### src/rtl/bcd_pkg.sv
// Shared definitions for the BCD down-timer slice.
// Digit width, BCD limit, FSM states and a digit validity helper.
package bcd_pkg;

    localparam int BCD_W = 4;
    localparam logic [BCD_W-1:0] BCD_MAX = 4'd9;

    typedef enum logic [1:0] {
        IDLE,
        RUN,
        PAUSED,
        DONE
    } state_t;

    function automatic logic is_bcd(input logic [BCD_W-1:0] digit);
        return (digit <= BCD_MAX);
    endfunction

endpackage

### src/rtl/bcd_down_digit.sv
// One BCD digit of the down-count chain.
// A borrow into a 0 digit yields 9 and passes the borrow on.
module bcd_down_digit
    import bcd_pkg::*;
(
    input  logic [BCD_W-1:0] d_in,
    input  logic             borrow_in,
    output logic [BCD_W-1:0] d_out,
    output logic             borrow_out
);

    // Decrement this digit when borrowed from, wrapping 0 to 9
    always_comb begin
        d_out      = d_in;
        borrow_out = 1'b0;
        if (borrow_in) begin
            if (d_in == '0) begin
                d_out      = BCD_MAX;
                borrow_out = 1'b1;
            end else begin
                d_out = d_in - 4'd1;
            end
        end
    end

endmodule

### src/rtl/bcd_down_timer.sv
// Multi-digit BCD countdown timer with load, start, pause and tick.
// Define BCD_DOWN_AUTORELOAD_EN to reload the preset on reaching zero.
module bcd_down_timer
    import bcd_pkg::*;
#(
    parameter int DIGITS = 2
) (
    input  logic                    clk,
    input  logic                    rst_asyn,
    input  logic                    load,
    input  logic [BCD_W*DIGITS-1:0] load_val,
    input  logic                    start,
    input  logic                    pause,
    input  logic                    tick,
    output logic [BCD_W*DIGITS-1:0] Q_out,
    output logic                    running,
    output logic                    done,
    output logic                    zero,
    output logic                    err
);

    localparam int W = BCD_W * DIGITS;
    localparam logic [W-1:0] ONE = {{(W-1){1'b0}}, 1'b1};

    logic [W-1:0] r_q;
    logic [W-1:0] r_reload;
    state_t       r_state;
    logic         r_running;
    logic         r_done;
    logic         r_zero;
    logic         r_err;

    logic [W-1:0]      w_dec;
    logic [DIGITS:0]   w_borrow;
    logic [DIGITS-1:0] w_dig_ok;
    logic              w_load_ok;
    logic              w_q_zero;
    logic              w_q_is_one;

    logic [W-1:0] w_q_nxt;
    logic [W-1:0] w_reload_nxt;
    state_t       w_state_nxt;
    logic         w_done_nxt;
    logic         w_err_nxt;

    assign w_borrow[0] = 1'b1;

    for (genvar g = 0; g < DIGITS; g++) begin : g_dig
        bcd_down_digit u_dig (
            .d_in      (r_q[g*BCD_W +: BCD_W]),
            .borrow_in (w_borrow[g]),
            .d_out     (w_dec[g*BCD_W +: BCD_W]),
            .borrow_out(w_borrow[g+1])
        );
        assign w_dig_ok[g] = is_bcd(load_val[g*BCD_W +: BCD_W]);
    end

    assign w_load_ok  = &w_dig_ok;
    // A borrow out of the top digit means every digit was already 0
    assign w_q_zero   = w_borrow[DIGITS];
    assign w_q_is_one = (r_q == ONE);

`ifndef BCD_DOWN_AUTORELOAD_EN
    // The reload value only feeds the autoreload path
    logic w_unused_reload;
    assign w_unused_reload = ^r_reload;
`endif

    // State, count and flag registers
    always_ff @(posedge clk or posedge rst_asyn) begin
        if (rst_asyn) begin
            r_q       <= '0;
            r_reload  <= '0;
            r_state   <= IDLE;
            r_running <= 1'b0;
            r_done    <= 1'b0;
            r_zero    <= 1'b1;
            r_err     <= 1'b0;
        end else begin
            r_q       <= w_q_nxt;
            r_reload  <= w_reload_nxt;
            r_state   <= w_state_nxt;
            r_running <= (w_state_nxt == RUN);
            r_done    <= w_done_nxt;
            r_zero    <= (w_q_nxt == '0);
            r_err     <= w_err_nxt;
        end
    end

    // Next state with priority load > pause > start > tick
    always_comb begin
        w_q_nxt      = r_q;
        w_reload_nxt = r_reload;
        w_state_nxt  = r_state;
        w_done_nxt   = 1'b0;
        w_err_nxt    = r_err;
        if (load) begin
            if (w_load_ok) begin
                w_q_nxt      = load_val;
                w_reload_nxt = load_val;
                w_err_nxt    = 1'b0;
                w_state_nxt  = IDLE;
            end else begin
                w_err_nxt = 1'b1;
            end
        end else if (pause) begin
            if (r_state == RUN) begin
                w_state_nxt = PAUSED;
            end
        end else if (start) begin
            case (r_state)
                IDLE: begin
                    if (!w_q_zero) begin
                        w_state_nxt = RUN;
                    end
                end
                PAUSED:  w_state_nxt = RUN;
                default: w_state_nxt = r_state;
            endcase
        end else if (tick && (r_state == RUN) && !w_q_zero) begin
            w_q_nxt = w_dec;
            if (w_q_is_one) begin
                w_done_nxt = 1'b1;
`ifdef BCD_DOWN_AUTORELOAD_EN
                if (r_reload != '0) begin
                    w_q_nxt     = r_reload;
                    w_state_nxt = RUN;
                end else begin
                    w_q_nxt     = '0;
                    w_state_nxt = DONE;
                end
`else
                w_q_nxt     = '0;
                w_state_nxt = DONE;
`endif
            end
        end
    end

    assign Q_out   = r_q;
    assign running = r_running;
    assign done    = r_done;
    assign zero    = r_zero;
    assign err     = r_err;

endmodule

### config.mk
export PLATFORM = sky130hd
export DESIGN_NAME = bcd_down_timer
export DESIGN_NICKNAME = d
export VERILOG_FILES = /design/src/rtl/bcd_pkg.sv /design/src/rtl/bcd_down_digit.sv /design/src/rtl/bcd_down_timer.sv
export SDC_FILE = /design/constraint.sdc
export NUM_CORES = 1
export LEC_CHECK = 0
export ABC_AREA = 0
export CORE_MARGIN = 2
export CORE_UTILIZATION = 49
export CTS_CLUSTER_DIAMETER = 120
export DETAILED_ROUTE_END_ITERATION = 7
export PLACE_DENSITY = 0.78
export SYNTH_ARGS = -nofsm -noshare
export SYNTH_HDL_FRONTEND = slang
export SYNTH_HIERARCHICAL = 1
export SYNTH_SLANG_ARGS = --single-unit
export TNS_END_PERCENT = 50
### constraint.sdc
create_clock -name clk -period 4.3 [get_ports clk]
set_input_delay 1.29 -clock clk [delete_from_list [all_inputs] [get_ports clk]]
set_output_delay 1.29 -clock clk [all_outputs]
set_load 0.005 [all_outputs]
==> metrics.md, run 1 <==
| Metric | Value |
|---|---|
| Full die area | 0.00271 mm^2 |
| Worst Hold Margin | 0.514 ns |
| Cell row count | 17 |
| Wire length of the first global-routing pass | 4860 um |
| Leakage power figure | 0.577 nW |
| Gates resized, CTS repair | 0 |
| Max Slew Vio Count | 0 |
| Final setup TNS | 0 ns |
| Netlist area before placement | 0.00113 mm^2 |
| Worst clock skew | 0.00279 ns |
| Layout area overhead | 29.5% |
| Vias per cell | 6.09 |
| Fin nets | 175 |
| Utilization after layout | 66.8% |
| Max_cap viols | 0 |
| Fraction of registers with async set or reset after synthesis | 100% |
| Initial standard-cell utilization of the core | 51.6% |
| Hold crit path type | reg2reg |
| Fraction of final layout cells with drive strength greater than 1 | 14.4% |
| Distinct cell type count after synthesis | 49 |
| Yosys top cell area share | 28.8% |
| Routed Antenna Nets | 0 |
| Seq. cell area | 352 um^2 |
| Arrival time reported for the critical path endpoint | 3.23 ns |
| Root Driver | sky130_fd_sc_hd__clkbuf_4 |
| Cells after DPL | 184 |
| Slew at the pin closest to its max-slew limit | 0.674 ns |
| PortBufs | 25 |
| Final HPWL from detailed placement | 2240 um |
| Global routing usage summed across all routing layers | 24.6% |
| Headroom to the max-slew limit | 54.6% |
| Setup-violating endpoint count in the final report | 0 |
| Critical path data required time | 4.50 ns |
| Chip Width | 52.0 um |
| Most common cell after layout, fill and taps aside | sky130_fd_sc_hd__clkdlybuf4s50_1 |
| Cells taking the most area after synthesis | sky130_fd_sc_hd__dfrtp_1 (29%), sky130_fd_sc_hd__a21boi_0 (4.0%), sky130_fd_sc_hd__nand2_1 (3.7%) |
| Die Ht | 52.0 um |
| Overall routed net length | 2920 um |
| Number of enable-type register cells in the synthesized netlist | 0 |
| Via count of the first global-routing pass | 1053 |
| Final weighted congestion in routability-driven placement | 0.892 |
| Hold-fix buffers at CTS | 0 |
| Number of H-tree branching levels | 1 |
| Share of the cycle needed by the critical path after routing | 70.6% |
| Number of sinks driven by the clock tree | 14 |
| Number of warnings reported in the yosys synthesis log | 6 |
| I/O pin total | 26 |
| Standard cell core area | 0.00219 mm^2 |
| Clock tree from TritonCTS | yes |
| Capturing element type of the critical path | flip-flop |
| Number of diodes | 0 |
| Register bit count reported by yosys | 14 |
| Most used flip-flop cell after synthesis | sky130_fd_sc_hd__dfrtp_1 |
| Hold Vio Cnt, Final | 0 |
| Total DRC errors in the routed layout | 0 |
| IR Drop Worst-Case VDD | 0.249 mV |
| Status | finished clean |
| Setup repair after global routing missed its margin | no |
| Register area share after synthesis | 31.1% |
| Post-route insts no fill | 188 |
| Category of the worst setup path launch point | input pin |
| Critical path type | in2reg |
| Area of the multi-input gates | 759 um^2 |
| Crit-path max FO | 18 |
| Final critical delay including setup and external delays | 3.03 ns |
| Clock input transition at the sequential cells of the worst setup and hold paths | 0.08 ns |
| Detailed Route Iter0 Violations | 48 |
| Mapped Cells | 130 |
| Number of buffers between clock root and the deepest sink | 2 |
| PD cells | 295 mW/mm^2 |
| Clock latency on the worst-skew pair | 0.28 ns |
| CTS Buf Count | 3 |
| Pre-Repair DR Iteration Count | 4 |
| Number of filler cells placed in the layout | 198 |
| Synthesized area per cell | 8.69 um^2 |
| Post-CTS setup buffer count | 0 |
| Synth area leader | sky130_fd_sc_hd__dfrtp_1 |
| Number of antenna violations at the first check in global routing | 0 |
| Highest attainable clock frequency | 330 MHz |
| Most used cells in the layout excluding fill and tap cells | sky130_fd_sc_hd__clkdlybuf4s50_1 (25), sky130_fd_sc_hd__dfrtp_1 (13), sky130_fd_sc_hd__nor2_1 (11), sky130_fd_sc_hd__nand2_1 (11), sky130_fd_sc_hd__nor3_1 (8) |
| Slack of the worst reg-to-reg path | 1.30 ns |
| WL per Instance | 15.6 um |
| Pin count of the biggest net entering global routing | 19 |
| Total number of vias | 1145 |
| Global route overflow | 0 |
==> cells by family after synthesis <==
family          count (synthesis)  synth area share [%]
compound gates                 45                  28.8
flops                          14                  31.1
buf+inv                         6                  1.99
xor+xnor                        4                  3.10
simple gates                   60                  34.7
other cells                     1                 0.332
==> cell type report <==
cell class	instances	area share (%)
Timing Repair Buffer	27	18.1
Tap cell	28	2.40
Clock buffer	4	2.48
Multi-Input combinational cell	111	51.9
Inverter	4	1.03
Sequential cell	14	24.0
==> state kept, by name, indices dropped and copies added (netlist names) <==
| name | count |
|---|---|
| zero | 1 |
| done | 1 |
| err | 1 |
| r_state | 2 |
| Q_out | 8 |
| running | 1 |
==> cell usage after synthesis (3+ instances only) <==
cell type	n
sky130_fd_sc_hd__inv_1	4
sky130_fd_sc_hd__nor3_1	8
sky130_fd_sc_hd__nand3_1	5
sky130_fd_sc_hd__dfrtp_1	13
sky130_fd_sc_hd__o21a_1	3
sky130_fd_sc_hd__o21ai_0	7
sky130_fd_sc_hd__a22oi_1	3
sky130_fd_sc_hd__a21oi_1	3
sky130_fd_sc_hd__a211oi_1	3
sky130_fd_sc_hd__nor2_1	11
sky130_fd_sc_hd__a21boi_0	6
sky130_fd_sc_hd__xor2_1	4
sky130_fd_sc_hd__nand2_1	11
==> path summary, 6_finish.rpt <==
path | end | start | cells after the start
worst max-delay path | zero | load | 7
worst min-delay path | err | err | 1
worst max register to register | zero | Q_out[0] | 10
worst min register to register | err | err | 1
max in group asynchronous | zero | rst_asyn | 2
min in group asynchronous | r_state[1] | rst_asyn | 2
==> critical path, stage by stage <==
cell,delay [ns]
sky130_fd_sc_hd__clkdlybuf4s50_1,0.51
sky130_fd_sc_hd__buf_4,0.24
sky130_fd_sc_hd__inv_1,0.16
sky130_fd_sc_hd__or4_1,0.52
sky130_fd_sc_hd__o311a_1,0.13
sky130_fd_sc_hd__o21ai_0,0.15
sky130_fd_sc_hd__nor4b_2,0.22
==> per-stage QoR <==
step | cell area (um^2) | power [W] | setup WS (ns)
4_1_cts | 1460 | 0.000433 | 1.29
6_report | 1460 | 0.000432 | 1.27
2_1_floorplan | 1130 | 0.000265 | 1.16
5_1_grt | 1460 | 0.000458 | 1.07
3_3_place_gp | 1430 | 0.000333 | 0.982
3_5_place_dp | 1430 | 0.000336 | 0.997
==> routing by layer <==
layer  GRT usage, %  wire (um)  vias to the layer above
li1               -          -                      563
met4           9.65         38                        0
met3           1.72        229                        8
met2           40.1       1370                       46
met5              0          0                        -
met1           33.8       1290                      528
==> where the power goes <==
| group | total, W | switching [W] | internal, W |
|---|---|---|---|
| logic | 0.000152 | 0.0000664 | 0.0000855 |
| clock network | 0.0000951 | 0.0000436 | 0.0000515 |
| registers | 0.000185 | 0.0000379 | 0.000147 |
| total | 0.000432 | 0.000148 | 0.000284 |
(Power assumes the default switching activity.)
==> inputs of run 2 (changes only) <==
==> constraint.sdc (replaced) <==
create_clock -name clk -period 2.8 [get_ports clk]
set_input_delay 0.84 -clock clk [delete_from_list [all_inputs] [get_ports clk]]
set_output_delay 0.84 -clock clk [all_outputs]
set_load 0.005 [all_outputs]
==> metrics.md, run 2 (synthesis results as in run 1) <==
| Metric | Value |
|---|---|
| Initial standard-cell utilization of the core | 51.6% |
| Cell Area, Placed | 0.00152 mm^2 |
| Worst Hold Path Cells | 1 |
| Number of filler cells placed in the layout | 179 |
| Hold Vio Cnt, Final | 0 |
| Root Driver | sky130_fd_sc_hd__clkbuf_4 |
| Critical path data required time | 3.01 ns |
| Worst clock skew | 0.00634 ns |
| Total DRC errors in the routed layout | 0 |
| Clock input transition at the sequential cells of the worst setup and hold paths | 0.09 ns |
| IR Drop Worst-Case VDD | 0.394 mV |
| Vias per cell | 6.21 |
| Standard cell core area | 0.00219 mm^2 |
| Seq. cell area | 352 um^2 |
| Number of diodes | 0 |
| Clock tree from TritonCTS | yes |
| Met3 capacity usage during global routing | 3.45% |
| Register-to-Register Path Depth | 11 |
| I/O pin total | 26 |
| PD cells | 450 mW/mm^2 |
| Hold-fix buffers at CTS | 0 |
| Overall routed net length | 3260 um |
| Category of the worst setup path launch point | flip-flop |
| Global routing usage summed across all routing layers | 27.4% |
| Critical register-to-register path startpoint | Q_out[0] |
| Layout area overhead | 39.3% |
| Detailed Route Iter0 Violations | 33 |
| Chip Width | 52.0 um |
| Global-route track usage on met1 | 35.1% |
| Fraction of final layout cells with drive strength greater than 1 | 21.5% |
| Cell row count | 17 |
| Pin count of the biggest net entering global routing | 16 |
| Arrival time reported for the critical path endpoint | 2.85 ns |
| Area of the multi-input gates | 781 um^2 |
| Max Slew Vio Count | 0 |
| Max_cap viols | 0 |
| Post-route insts no fill | 200 |
| Post-route total power | 0.000709 W |
| Global Route met2 Usage | 46.0% |
| Number of sinks driven by the clock tree | 14 |
| Crit path largest cell delay | 0.39 ns |
| Utilization after layout | 71.8% |
| Capturing element type of the critical path | flip-flop |
| WL per Instance | 16.3 um |
| Die Ht | 52.0 um |
| Cells after DPL | 195 |
| Clock latency on the worst-skew pair | 0.30 ns |
| Share of the cycle needed by the critical path after routing | 94.3% |
| Total number of vias | 1242 |
| Number of antenna violations at the first check in global routing | 0 |
| Critical Path Source | Q_out[0] |
| Worst Hold Margin | 0.495 ns |
| Fin area | 0.00157 mm^2 |
| Crit-path max FO | 6 |
| Slew at the pin closest to its max-slew limit | 0.551 ns |
| Routed Antenna Nets | 0 |
| Number of buffers between clock root and the deepest sink | 2 |
| Most used cells in the layout excluding fill and tap cells | sky130_fd_sc_hd__clkdlybuf4s50_1 (25), sky130_fd_sc_hd__buf_4 (14), sky130_fd_sc_hd__dfrtp_1 (13) |
| Final HPWL from detailed placement | 2550 um |
| Flip-flop count of the largest register after layout | 8 |
| Headroom to the max-slew limit | 63.2% |
| Most common cell after layout, fill and taps aside | sky130_fd_sc_hd__clkdlybuf4s50_1 |
| Hold crit path type | reg2reg |
| Final weighted congestion in routability-driven placement | 0.925 |
| CTS Buf Count | 3 |
| Global routing's busiest layer | met2 |
| Critical path type | reg2reg |
| Status | finished clean |
| Highest attainable clock frequency | 379 MHz |
| Final critical delay including setup and external delays | 2.64 ns |
| PortBufs | 25 |
| Global route overflow | 0 |
| Wire length of the first global-routing pass | 5380 um |
| Max stage delay cell, worst path | sky130_fd_sc_hd__dfrtp_1 |
| Leakage power figure | 0.638 nW |
| Number of H-tree branching levels | 1 |
| Hold wc startpoint | err |
| Fin nets | 187 |
| Setup-violating endpoint count in the final report | 0 |
| Setup repair after global routing missed its margin | no |
| Cell chain of the critical path | nand2b_4 > nor4_2 > buf_4 > nand2b_4 > nor4_4 > buf_4 > nor2_8 > and3_2 > a221o_1 > a221o_1 > nor4b_2 |
| Full die area | 0.00271 mm^2 |
| Via count of the first global-routing pass | 1171 |
| Pre-Repair DR Iteration Count | 5 |
[run 2: final timing paths]
kind / end / slack, ns
min in group asynchronous: running / 0.88
max in group asynchronous: zero / 1.55
setup / recovery: zero / 0.16
setup reg to reg: zero / 0.16
hold reg to reg: err / 0.49
hold / removal: err / 0.49
[run 2: power by group]
part | internal, W | leakage (nW) | total, W | switching (W)
sequential | 0.000226 | 0.169 | 0.000269 | 0.0000429
clock | 0.0000794 | 0.0210 | 0.000155 | 0.0000759
combinational | 0.000154 | 0.448 | 0.000284 | 0.000131
[run 2: final cells by class]
cell class                 count  area share [%]
sequential                    14            22.3
tap                           28            2.23
timing repair buffer          39            22.6
inverter                       4           0.954
multi-input combinational    111            49.6
clock buffer                   4            2.31
[run 2: critical path: cells and delay by family, from the launching register on]
family,cells,cell delay [ns]
compound gates,2,0.67
flops,1,0.39
simple gates,7,1.14
buf+inv,2,0.36
[run 2: per-stage QoR]
step | setup WS, ns | setup TNS, ns
floorplan | 0.0722 | 0
global placement | 0.0123 | 0
detailed placement | -0.0667 | -0.0667
CTS | 0.117 | 0
global route | 0.0570 | 0
finish | 0.160 | 0
[run 2: routing by layer]
metal,wire [um],share of wire [%]
met5,0,0
met4,61,1.9
met3,201,6.2
met2,1620,50
met1,1380,42
[run 2: what timing repair did]
action | in CTS | in global routing
endpoints found under the setup margin | 0 | 1
buffers inserted | 0 | 1
hold endpoints to repair | 0 | 0
resized for setup | 0 | 1
